**src/rtl/instr_fetch_decode_if.sv**
```systemverilog
// Instruction memory fetch interface for instr_fetch_decode.
// Master (fetch stage) drives req/addr; slave (memory) returns rdata/valid.
interface instr_fetch_decode_if;
    logic        imem_req;
    logic [11:0] imem_addr;
    logic [15:0] imem_rdata;
    logic        imem_valid;

    modport master (
        output imem_req,
        output imem_addr,
        input  imem_rdata,
        input  imem_valid
    );

    modport slave (
        input  imem_req,
        input  imem_addr,
        output imem_rdata,
        output imem_valid
    );
endinterface

```
**src/rtl/instr_fetch_decode.sv**
```systemverilog
// Fetch + decode stage: fetches 16-bit words, registers decoded controls.
// Ports: clk, reset_n, imem (fetch bus), stall/flush/flush_pc, decoded outputs.
module instr_fetch_decode #(
    parameter logic [11:0] RESET_PC = 12'h000
) (
    input  logic                        clk,
    input  logic                        reset_n,
    instr_fetch_decode_if.master        imem,
    input  logic                        stall,
    input  logic                        flush,
    input  logic [11:0]                 flush_pc,
    output logic                        write,
    output logic [3:0]                  writeReg,
    output logic [3:0]                  readReg0,
    output logic [3:0]                  readReg1,
    output logic [1:0]                  regToMem,
    output logic                        move,
    output logic                        immediate,
    output logic [1:0]                  quarter,
    output logic [3:0]                  ALU_operation,
    output logic                        ReadMem,
    output logic                        WriteMem,
    output logic [7:0]                  imm8,
    output logic                        valid_out,
    output logic [11:0]                 pc_out
);

    localparam logic [0:0] FETCH = 1'b0;
    localparam logic [0:0] HOLD  = 1'b1;

    typedef struct packed {
        logic       write;
        logic [3:0] write_reg;
        logic [3:0] read_reg0;
        logic [3:0] read_reg1;
        logic [1:0] reg_to_mem;
        logic       move;
        logic       immediate;
        logic [1:0] quarter;
        logic [3:0] alu_op;
        logic       read_mem;
        logic       write_mem;
        logic [7:0] imm8;
        logic       valid;
    } ctl_t;

    logic [0:0]  state_q, state_d;
    logic [11:0] pc_q, pc_d;
    logic [15:0] buf_q, buf_d;
    logic [11:0] bufpc_q, bufpc_d;
    ctl_t        ctl_q, ctl_d;
    logic [11:0] pc_out_q, pc_out_d;

    logic        issue;
    logic [15:0] iss_ins;
    logic [11:0] iss_pc;

    function automatic ctl_t decode(input logic [15:0] ins);
        ctl_t       c;
        logic [3:0] op;
        logic [3:0] q;
        op = ins[15:12];
        q  = op - 4'd9;
        c  = '0;
        unique case (1'b1)
            (op == 4'h0): begin
                c.valid = 1'b1;
            end
            (op >= 4'h1 && op <= 4'h7): begin
                c.valid     = 1'b1;
                c.write     = 1'b1;
                c.alu_op    = op;
                c.write_reg = ins[11:8];
                c.read_reg0 = ins[7:4];
                c.read_reg1 = ins[3:0];
            end
            (op == 4'h8): begin
                c.valid     = 1'b1;
                c.write     = 1'b1;
                c.move      = 1'b1;
                c.write_reg = ins[11:8];
                c.read_reg0 = ins[7:4];
            end
            (op >= 4'h9 && op <= 4'hC): begin
                c.valid     = 1'b1;
                c.write     = 1'b1;
                c.immediate = 1'b1;
                c.quarter   = q[1:0];
                c.write_reg = ins[11:8];
                c.imm8      = ins[7:0];
            end
            (op == 4'hD): begin
                c.valid      = 1'b1;
                c.write      = 1'b1;
                c.read_mem   = 1'b1;
                c.reg_to_mem = 2'b01;
                c.write_reg  = ins[11:8];
                c.read_reg0  = ins[7:4];
            end
            (op == 4'hE): begin
                c.valid      = 1'b1;
                c.write_mem  = 1'b1;
                c.reg_to_mem = 2'b10;
                c.read_reg0  = ins[7:4];
                c.read_reg1  = ins[11:8];
            end
            default: begin
                // JMP is resolved here; downstream sees a bubble
                c = '0;
            end
        endcase
        return c;
    endfunction

    always_comb begin
        state_d  = state_q;
        pc_d     = pc_q;
        buf_d    = buf_q;
        bufpc_d  = bufpc_q;
        ctl_d    = ctl_q;
        pc_out_d = pc_out_q;
        issue    = 1'b0;
        iss_ins  = buf_q;
        iss_pc   = bufpc_q;

        if (flush) begin
            pc_d    = flush_pc;
            buf_d   = '0;
            bufpc_d = '0;
            ctl_d   = '0;
            state_d = FETCH;
        end else if (state_q == FETCH) begin
            if (imem.imem_valid && !stall) begin
                issue   = 1'b1;
                iss_ins = imem.imem_rdata;
                iss_pc  = pc_q;
            end else if (imem.imem_valid) begin
                // park the word so the bus can be released while stalled
                buf_d   = imem.imem_rdata;
                bufpc_d = pc_q;
                state_d = HOLD;
            end else if (!stall) begin
                ctl_d = '0;
            end
        end else if (!stall) begin
            issue   = 1'b1;
            state_d = FETCH;
        end

        if (issue) begin
            ctl_d = decode(iss_ins);
            if (iss_ins[15:12] == 4'hF) begin
                pc_d = iss_ins[11:0];
            end else begin
                pc_d     = iss_pc + 12'd1;
                pc_out_d = iss_pc;
            end
        end
    end

    always_ff @(posedge clk or negedge reset_n) begin
        if (!reset_n) begin
            state_q  <= FETCH;
            pc_q     <= RESET_PC;
            buf_q    <= '0;
            bufpc_q  <= '0;
            ctl_q    <= '0;
            pc_out_q <= '0;
        end else begin
            state_q  <= state_d;
            pc_q     <= pc_d;
            buf_q    <= buf_d;
            bufpc_q  <= bufpc_d;
            ctl_q    <= ctl_d;
            pc_out_q <= pc_out_d;
        end
    end

    // request is gated by reset so it is low throughout reset
    assign imem.imem_req  = reset_n & (state_q == FETCH);
    assign imem.imem_addr = pc_q;

    assign write         = ctl_q.write;
    assign writeReg      = ctl_q.write_reg;
    assign readReg0      = ctl_q.read_reg0;
    assign readReg1      = ctl_q.read_reg1;
    assign regToMem      = ctl_q.reg_to_mem;
    assign move          = ctl_q.move;
    assign immediate     = ctl_q.immediate;
    assign quarter       = ctl_q.quarter;
    assign ALU_operation = ctl_q.alu_op;
    assign ReadMem       = ctl_q.read_mem;
    assign WriteMem      = ctl_q.write_mem;
    assign imm8          = ctl_q.imm8;
    assign valid_out     = ctl_q.valid;
    assign pc_out        = pc_out_q;

endmodule

```
**src/flat_wrapper.sv**
```systemverilog
// flat-port wrapper written by rule: the top's interface ports become plain ports
module instr_fetch_decode_flat 
#(
    parameter logic [11:0] RESET_PC = 12'h000
)
  (clk, reset_n, stall, flush, flush_pc, write, writeReg, readReg0, readReg1, regToMem, move, immediate, quarter, ALU_operation, ReadMem, WriteMem, imm8, valid_out, pc_out, imem_imem_req, imem_imem_addr, imem_imem_rdata, imem_imem_valid);
  instr_fetch_decode_if imem_i ();
  input  logic clk;
  input  logic reset_n;
  input  logic stall;
  input  logic flush;
  input  logic [11:0] flush_pc;
  output logic write;
  output logic [3:0] writeReg;
  output logic [3:0] readReg0;
  output logic [3:0] readReg1;
  output logic [1:0] regToMem;
  output logic move;
  output logic immediate;
  output logic [1:0] quarter;
  output logic [3:0] ALU_operation;
  output logic ReadMem;
  output logic WriteMem;
  output logic [7:0] imm8;
  output logic valid_out;
  output logic [11:0] pc_out;
  output wire logic [$bits(imem_i.imem_req)-1:0] imem_imem_req;
  output wire logic [$bits(imem_i.imem_addr)-1:0] imem_imem_addr;
  input wire logic [$bits(imem_i.imem_rdata)-1:0] imem_imem_rdata;
  input wire logic [$bits(imem_i.imem_valid)-1:0] imem_imem_valid;
  assign imem_imem_req = imem_i.imem_req;
  assign imem_imem_addr = imem_i.imem_addr;
  assign imem_i.imem_rdata = imem_imem_rdata;
  assign imem_i.imem_valid = imem_imem_valid;
  instr_fetch_decode #(.RESET_PC(RESET_PC)) u_core (.clk(clk), .reset_n(reset_n), .imem(imem_i), .stall(stall), .flush(flush), .flush_pc(flush_pc), .write(write), .writeReg(writeReg), .readReg0(readReg0), .readReg1(readReg1), .regToMem(regToMem), .move(move), .immediate(immediate), .quarter(quarter), .ALU_operation(ALU_operation), .ReadMem(ReadMem), .WriteMem(WriteMem), .imm8(imm8), .valid_out(valid_out), .pc_out(pc_out));
endmodule
```
**config.mk**
```make
export PLATFORM = sky130hd
export DESIGN_NAME = instr_fetch_decode_flat
export DESIGN_NICKNAME = d
export VERILOG_FILES = /design/src/rtl/instr_fetch_decode_if.sv /design/src/rtl/instr_fetch_decode.sv /design/src/flat_wrapper.sv
export SDC_FILE = /design/constraint.sdc
export NUM_CORES = 1
export LEC_CHECK = 0
export CORE_UTILIZATION = 32
export DETAILED_ROUTE_END_ITERATION = 10
export GPL_ROUTABILITY_DRIVEN = 0
export SLEW_MARGIN = 20
export SYNTH_ARGS = -nofsm -noshare
export SYNTH_HDL_FRONTEND = slang
export SYNTH_SLANG_ARGS = --single-unit
```
**constraint.sdc**
```tcl
create_clock -name clk -period 3.7 [get_ports clk]
set_input_delay 0.74 -clock clk [delete_from_list [all_inputs] [get_ports clk]]
set_output_delay 0.74 -clock clk [all_outputs]
set_load 0.01 [all_outputs]
```
# After elaboration in Yosys (flattened, before gate mapping)
# Cells that the tools add are included.
word_totals:
  register_bits: 87
  inputBits: 33
  output_inout_bits: 59
  word_cells: 93
op_classes:
  n_addsub: 2
  magnitude_cmp: 4
  eq_ne: 10
  n_mux: 43
  bitwise_logic: 3
  n_reduce_logical: 13
ops:
  columns: ["op", "n"]
  rows:
  - ["34-bit 2-to-1 mux", 6]
  - ["12-bit 2-to-1 mux", 10]
  - ["16-bit 2-to-1 mux", 7]
  - ["4-bit == test, second input constant", 4]
  - ["1-bit 2-to-1 mux", 13]
  - ["12-bit by 1-bit adder with 12-bit output, second input constant", 1]
  - ["4-bit 2-to-1 mux", 2]
  - ["8-bit 2-to-1 mux", 1]
  - ["4-bit one-hot mux with 2 select lines", 1]
  - ["4-bit OR reduction", 2]
  - ["3-bit by 2-bit != test with 1-bit output, second input constant", 2]
  - ["6-bit OR reduction", 1]
  - ["5-bit 2-to-1 mux", 1]
  - ["4-bit by 1-bit >= comparator with 1-bit output, second input constant", 1]
  - ["4-bit >= comparator, second input constant", 1]
  - ["4-bit by 3-bit <= comparator with 1-bit output, second input constant", 1]
  - ["4-bit <= comparator, second input constant", 1]
  - ["4-bit zero test", 1]
  - ["2-bit != test, second input constant", 2]
  - ["2-bit one-hot mux with 2 select lines", 1]
  - ["4-bit AND reduction", 1]
  - ["2-bit nonzero test", 2]
  - ["1-bit logical AND", 3]
  - ["3-bit 2-to-1 mux", 1]
  - ["8 further kinds", 9]

# Depth between registers and ports, before layout
logic_depth:
  depth_word: 10
  ltp_mapped: 13
  ltp_nobuf: 9

# Least setup slack after synthesis
# OpenSTA, ideal clock, no wires.
synth_path:
  path_type: "input -> register"
  start: "input imem_imem_valid"
  end: "register u_core.pc_q[10] (netlist: u_core.imem.imem_addr[10])"
  setup_ps: 104
  t_arrival_ps: 3155
  required_time_ps: 3596
  path_slack_ps: 441
  path_stages: 12
  n_path_buf: 3
  cell_sequence: "buf_2 nor4b_1 buf_2 clkbuf_1 nand2_1 nand2_1 ha_1 and4_1 nand2b_1 o21ai_0 xor2_1 a221oi_1"
synth_between:
  elab_chain_len: 7
  elab_cells_between_ends: 15
  cone_classes: "add/sub: 1; eq/ne: 1; mux: 11; reduce/logical: 2"
synth_lines:
  columns: ["element", "line_no", "text"]
  rows:
  - ["from (decl)", "flat_wrapper.sv:30", "input wire logic [$bits(imem_i.imem_valid)-1:0] imem_imem_valid;"]
  - ["1-bit logical AND", "instr_fetch_decode.sv:133", "if (imem.imem_valid && !stall) begin"]
  - ["12-bit 2-to-1 mux", "instr_fetch_decode.sv:133", null]
  - ["12-bit 2-to-1 mux", "instr_fetch_decode.sv:132", "end else if (state_q == FETCH) begin"]
  - ["12-bit 2-to-1 mux", "instr_fetch_decode.sv:126", "if (flush) begin"]
  - ["via u_core.iss_pc[1]", "instr_fetch_decode.sv:56", "logic [11:0] iss_pc;"]
  - ["12-bit by 1-bit adder with 12-bit output", "instr_fetch_decode.sv:155", "pc_d = iss_pc + 12'd1;"]
  - ["12-bit 2-to-1 mux", "instr_fetch_decode.sv:152", "if (iss_ins[15:12] == 4'hF) begin"]
  - ["12-bit 2-to-1 mux", "instr_fetch_decode.sv:150", "if (issue) begin"]
  - ["to (signal assigned)", "instr_fetch_decode.sv:171", "pc_q <= pc_d;"]
  - ["to (decl)", "instr_fetch_decode.sv:48", "logic [11:0] pc_q, pc_d;"]
# The timed path passes the listed nets, and every way through them passes these cells.
# A chain may end at the register's enable or synchronous reset.

# Worst setup path in the final report
layout_path:
  start: "input imem_imem_valid"
  end: "register u_core.pc_q[4] (netlist: u_core.imem.imem_addr[4])"
# The elaborated chain is that of the path after synthesis.

==> results.txt <==
The maximum vdd ir drop is 0.000311 V, and the fraction of final layout cells with drive strength greater than 1 is 7.37%. Summed over its instances, the top area cell type makes up 50.1% of the synthesized netlist area. Before CTS, the worst setup slack after placement is 0.233 ns. The initial core utilization was 33.4%; the final instance area was 5710 um2. The power density of the placed cells was 420 nW/um2; the fmax was 318 MHz. Count of input and output buffers: 91.

The floorplan has 41 rows. Post-CTS repair changed the size of 0 cells. The leading register cell type out of synthesis is sky130_fd_sc_hd__dfrtp_1. The number of setup violations in the final report was 0. For this run the aggregate overflow at the end of global routing stands at 0. Number of antenna violations at the first check in global routing: 0.

Counting flops with an async set or reset pin after synthesis yields a share of 100%. Summing the sequential cell areas from Yosys gives 50.1% of the chip area. Dividing the detail-routed wire length by the instance count gives 18.7 um. For the total clock buffers created by CTS, the log shows 9.

sky130_fd_sc_hd__dfrtp_1 takes more of the synthesized area than any other cell. In the routed design, unresolved DRC markers number 0. The number of buffers and inverters on the critical path is 2. The total power draw was 0.00240 W. Across every metal layer, demand over resource in global routing totals 19.9%. Yosys mapped a number of flops with a built-in enable equal to 0. The required arrival time at the worst endpoint was 3.98 ns. The delay of the slowest cell on the worst path was 0.64 ns. The number of flip-flops and latches in the synthesized netlist is 86.

The family with the most delay on the worst path was simple AND/OR/NAND/NOR gates. The most used standard cell by instance count after synthesis was sky130_fd_sc_hd__nand2_1. Max-capacitance violation count: 0. The number of global-route vias before repair was 3819. For the worst slack on hold paths, the log shows 0.479 ns. The flow ran to the end, and the final reports show no timing, DRC or antenna violations. Wires add up to 13600 um. The tools report the count of antenna-violating nets left after detailed routing as 0.

TritonCTS built the clock tree. STA classifies the critical path startpoint as an input pin. The worst hold path belongs to the class input pin to asynchronous set/reset pin.

The critical path goes through clkdlybuf4s50_1 -> nor4b_2 -> mux2i_1 -> inv_1 -> ha_1 -> and4_1 -> o21ai_0 -> a21oi_1 -> a221o_1 -> nand2_1. The number of different library cells used by synthesis comes to 58. The number of antenna diodes in the final layout is 0. The number of flip-flops in the largest register was 16. STA classifies the critical path endpoint as a flip-flop.

The final layout contains 585 nets. The number of post-CTS setup repair buffers was 0; the number of sinks driven by the clock tree was 86. The logs give 13900 um2 for the die area and 464 for the post-synthesis instance total. For the count of hold-fix buffers inserted at cts, the log shows 0.

The final count of pins violating max slew is 0, and the normalized max-slew margin is 47.3%. The tools report the placeable core region as 12900 um2. The pin count of the biggest net entering global routing came out at 57. Synthesis produced a netlist with a net count of 498.

The register with the most flip-flops in the final layout is u_core.buf_q. Compared with the post-synthesis result, the final layout area differs by 32.8%. Setup repair after global routing left no endpoint under its margin. At the later pin of the worst-skew pair, clock insertion delay measures 0.34 ns.

The biggest fanout along the worst timing path is 9, and the area of the mapped netlist is 4300 um2. Vertical die dimension: 118 um. Once placement finished, the instance area stood at 5390 um2. The critical path is of the input pin to flip-flop type. The maximum clock insertion buffer count is 2. Clock skew on the completed layout was measured at 0.00663 ns.

Pin placement for this block handled 92 I/O pins. The part of the cycle the worst path needs was 84.9%. Setup total negative slack on the finished layout was measured at 0 ns. The HPWL after detailed placement is 10000 um, and the pin slew with the least headroom to its limit is 0.768 ns. The die is 118 um wide. In the routed layout, each cell is associated on average with a via count of 5.31. In the post-route analysis, the smallest setup slack over all paths is 0.559 ns. Counting instances in the post-synthesis netlist gives the leading cell types as sky130_fd_sc_hd__nand2_1, sky130_fd_sc_hd__dfrtp_1, sky130_fd_sc_hd__a21oi_1. In this run the number of H-tree levels came out at 3. For this design, the slowest cell found on the critical path is sky130_fd_sc_hd__clkdlybuf4s50_1. The post-CTS clock slew at the launch and capture registers of the worst setup and hold paths is 0.07 ns. Detailed routing inserted a total of 3868 vias.

The minimum clock period after layout is 3.14 ns. The Yosys step of the flow raised 0 warnings. The first routing iteration left 324 violations. The mean area per synthesized cell was 9.27 um2. The number of search-and-repair iterations in the first detailed-routing pass was 5; the wire length of the first global-routing pass was 21700 um. The buffer type at the clock tree root was sky130_fd_sc_hd__clkbuf_16.

The final count of hold timing violations was 0. Yosys attributes the largest share of cell area to sky130_fd_sc_hd__dfrtp_1, sky130_fd_sc_hd__nand2_1, sky130_fd_sc_hd__a21oi_1, sky130_fd_sc_hd__mux2i_1, sky130_fd_sc_hd__o21ai_0. Data arrives at the worst endpoint at 3.42 ns.

Summed over all cells, the static leakage comes to 2.35 nW.
## final timing paths
| check | endpoint | cells after the start | startpoint | slack (ns) |
|---|---|---|---|---|
| setup / recovery | u_core.imem.imem_addr[4] | 10 | imem_imem_valid | 0.56 |
| hold / removal | u_core.pc_out[7] | 2 | reset_n | 0.48 |
| setup reg to reg | u_core.imem.imem_addr[4] | 9 | u_core.state_q | 1.07 |
| hold reg to reg | u_core.imm8[4] | 2 | u_core.imm8[4] | 0.48 |
| max in group asynchronous | u_core.pc_out[3] | 3 | reset_n | 2.14 |
| min in group clk | u_core.imm8[4] | 2 | u_core.imm8[4] | 0.48 |
## power by group
group          total (W)  switching [W]  internal, W  leakage [nW]
logic           0.000373       0.000199     0.000174          1.05
registers        0.00106      0.0000636     0.000993          1.15
clock network   0.000969       0.000376     0.000593         0.146
## per-layer routing
layer | vias to the layer above | part of all wire, % | track usage, %
met2 | 153 | 45 | 30.1
met1 | 1890 | 47 | 28.6
met3 | 18 | 5.8 | 3.29
li1 | 1807 | - | -
met5 | - | 0 | 0
met4 | 0 | 2.1 | 7.21
## stage by stage
step | cells | utilization [%]
final | 728 | 44.3
after global routing | 728 | 44.3
after CTS | 728 | 44.3
after detailed placement | 712 | 41.9
after global placement | 712 | 41.9
after floorplan | 464 | -
## layout by cell type (no fill, tap or decap), types with 2 or more instances in the layout
| master | Yosys | layout |
|---|---|---|
| sky130_fd_sc_hd__o21ai_0 | 27 | 27 |
| sky130_fd_sc_hd__clkbuf_1 | 18 | 2 |
| sky130_fd_sc_hd__nor4_1 | 2 | 2 |
| sky130_fd_sc_hd__mux2_4 | 2 | 2 |
| sky130_fd_sc_hd__bufinv_16 | 0 | 2 |
| sky130_fd_sc_hd__nand4_1 | 4 | 4 |
| sky130_fd_sc_hd__nand3_1 | 11 | 11 |
| sky130_fd_sc_hd__clkinvlp_4 | 0 | 2 |
| sky130_fd_sc_hd__nand2b_1 | 3 | 3 |
| sky130_fd_sc_hd__o31ai_1 | 2 | 2 |
| sky130_fd_sc_hd__clkdlybuf4s50_1 | 0 | 90 |
| sky130_fd_sc_hd__and3_1 | 5 | 5 |
| sky130_fd_sc_hd__nor2b_1 | 5 | 4 |
| sky130_fd_sc_hd__a221oi_1 | 3 | 3 |
| sky130_fd_sc_hd__o311ai_0 | 2 | 2 |
| sky130_fd_sc_hd__a31oi_1 | 9 | 9 |
| sky130_fd_sc_hd__dfrtp_1 | 86 | 86 |
| sky130_fd_sc_hd__o22ai_1 | 6 | 6 |
| sky130_fd_sc_hd__a21boi_0 | 2 | 2 |
| sky130_fd_sc_hd__xnor2_1 | 12 | 12 |
| sky130_fd_sc_hd__a22o_1 | 10 | 10 |
| sky130_fd_sc_hd__o221a_2 | 3 | 3 |
| sky130_fd_sc_hd__nor3_1 | 2 | 2 |
| sky130_fd_sc_hd__xor2_1 | 5 | 5 |
| sky130_fd_sc_hd__inv_1 | 5 | 5 |
| sky130_fd_sc_hd__a32oi_1 | 2 | 2 |
| sky130_fd_sc_hd__a22oi_1 | 9 | 9 |
| sky130_fd_sc_hd__and4_1 | 3 | 3 |
| sky130_fd_sc_hd__nor2_1 | 20 | 20 |
| sky130_fd_sc_hd__a21oi_1 | 38 | 38 |
| sky130_fd_sc_hd__mux2i_1 | 15 | 15 |
| sky130_fd_sc_hd__a211oi_1 | 2 | 2 |
| sky130_fd_sc_hd__buf_4 | 1 | 14 |
| sky130_fd_sc_hd__nand2_1 | 116 | 116 |
| sky130_fd_sc_hd__clkbuf_16 | 0 | 9 |
## cell families after synthesis
logic type	Yosys count	synth area share, %
XOR/XNOR	17	3.46
multiplexers	20	5.30
flip-flops	86	50.1
adder cells (fa/ha/maj)	1	0.291
AND/OR/NAND/NOR	180	18.3
AO/OA/AOI/OAI	126	18.9
buffers and inverters	34	3.70
## worst register-to-register path: stages, from the launching register on
cell and delay (ns):
sky130_fd_sc_hd__dfrtp_1 0.48, sky130_fd_sc_hd__nor4b_2 0.51, sky130_fd_sc_hd__mux2i_1 0.28, sky130_fd_sc_hd__inv_1 0.09, sky130_fd_sc_hd__ha_1 0.25, sky130_fd_sc_hd__and4_1 0.26, sky130_fd_sc_hd__o21ai_0 0.23, sky130_fd_sc_hd__a21oi_1 0.06
sky130_fd_sc_hd__a221o_1 0.32, sky130_fd_sc_hd__nand2_1 0.09
## area by class of cell
cell class	count	area, um2
clock inverter	5	83.8
multi-input combinational	344	2000
inverter	6	22.5
fill	1235	7170
sequential	86	2150
tap	172	215
timing repair buffer	104	1010
clock buffer	11	233
Power figures use the tool's default switching activity.
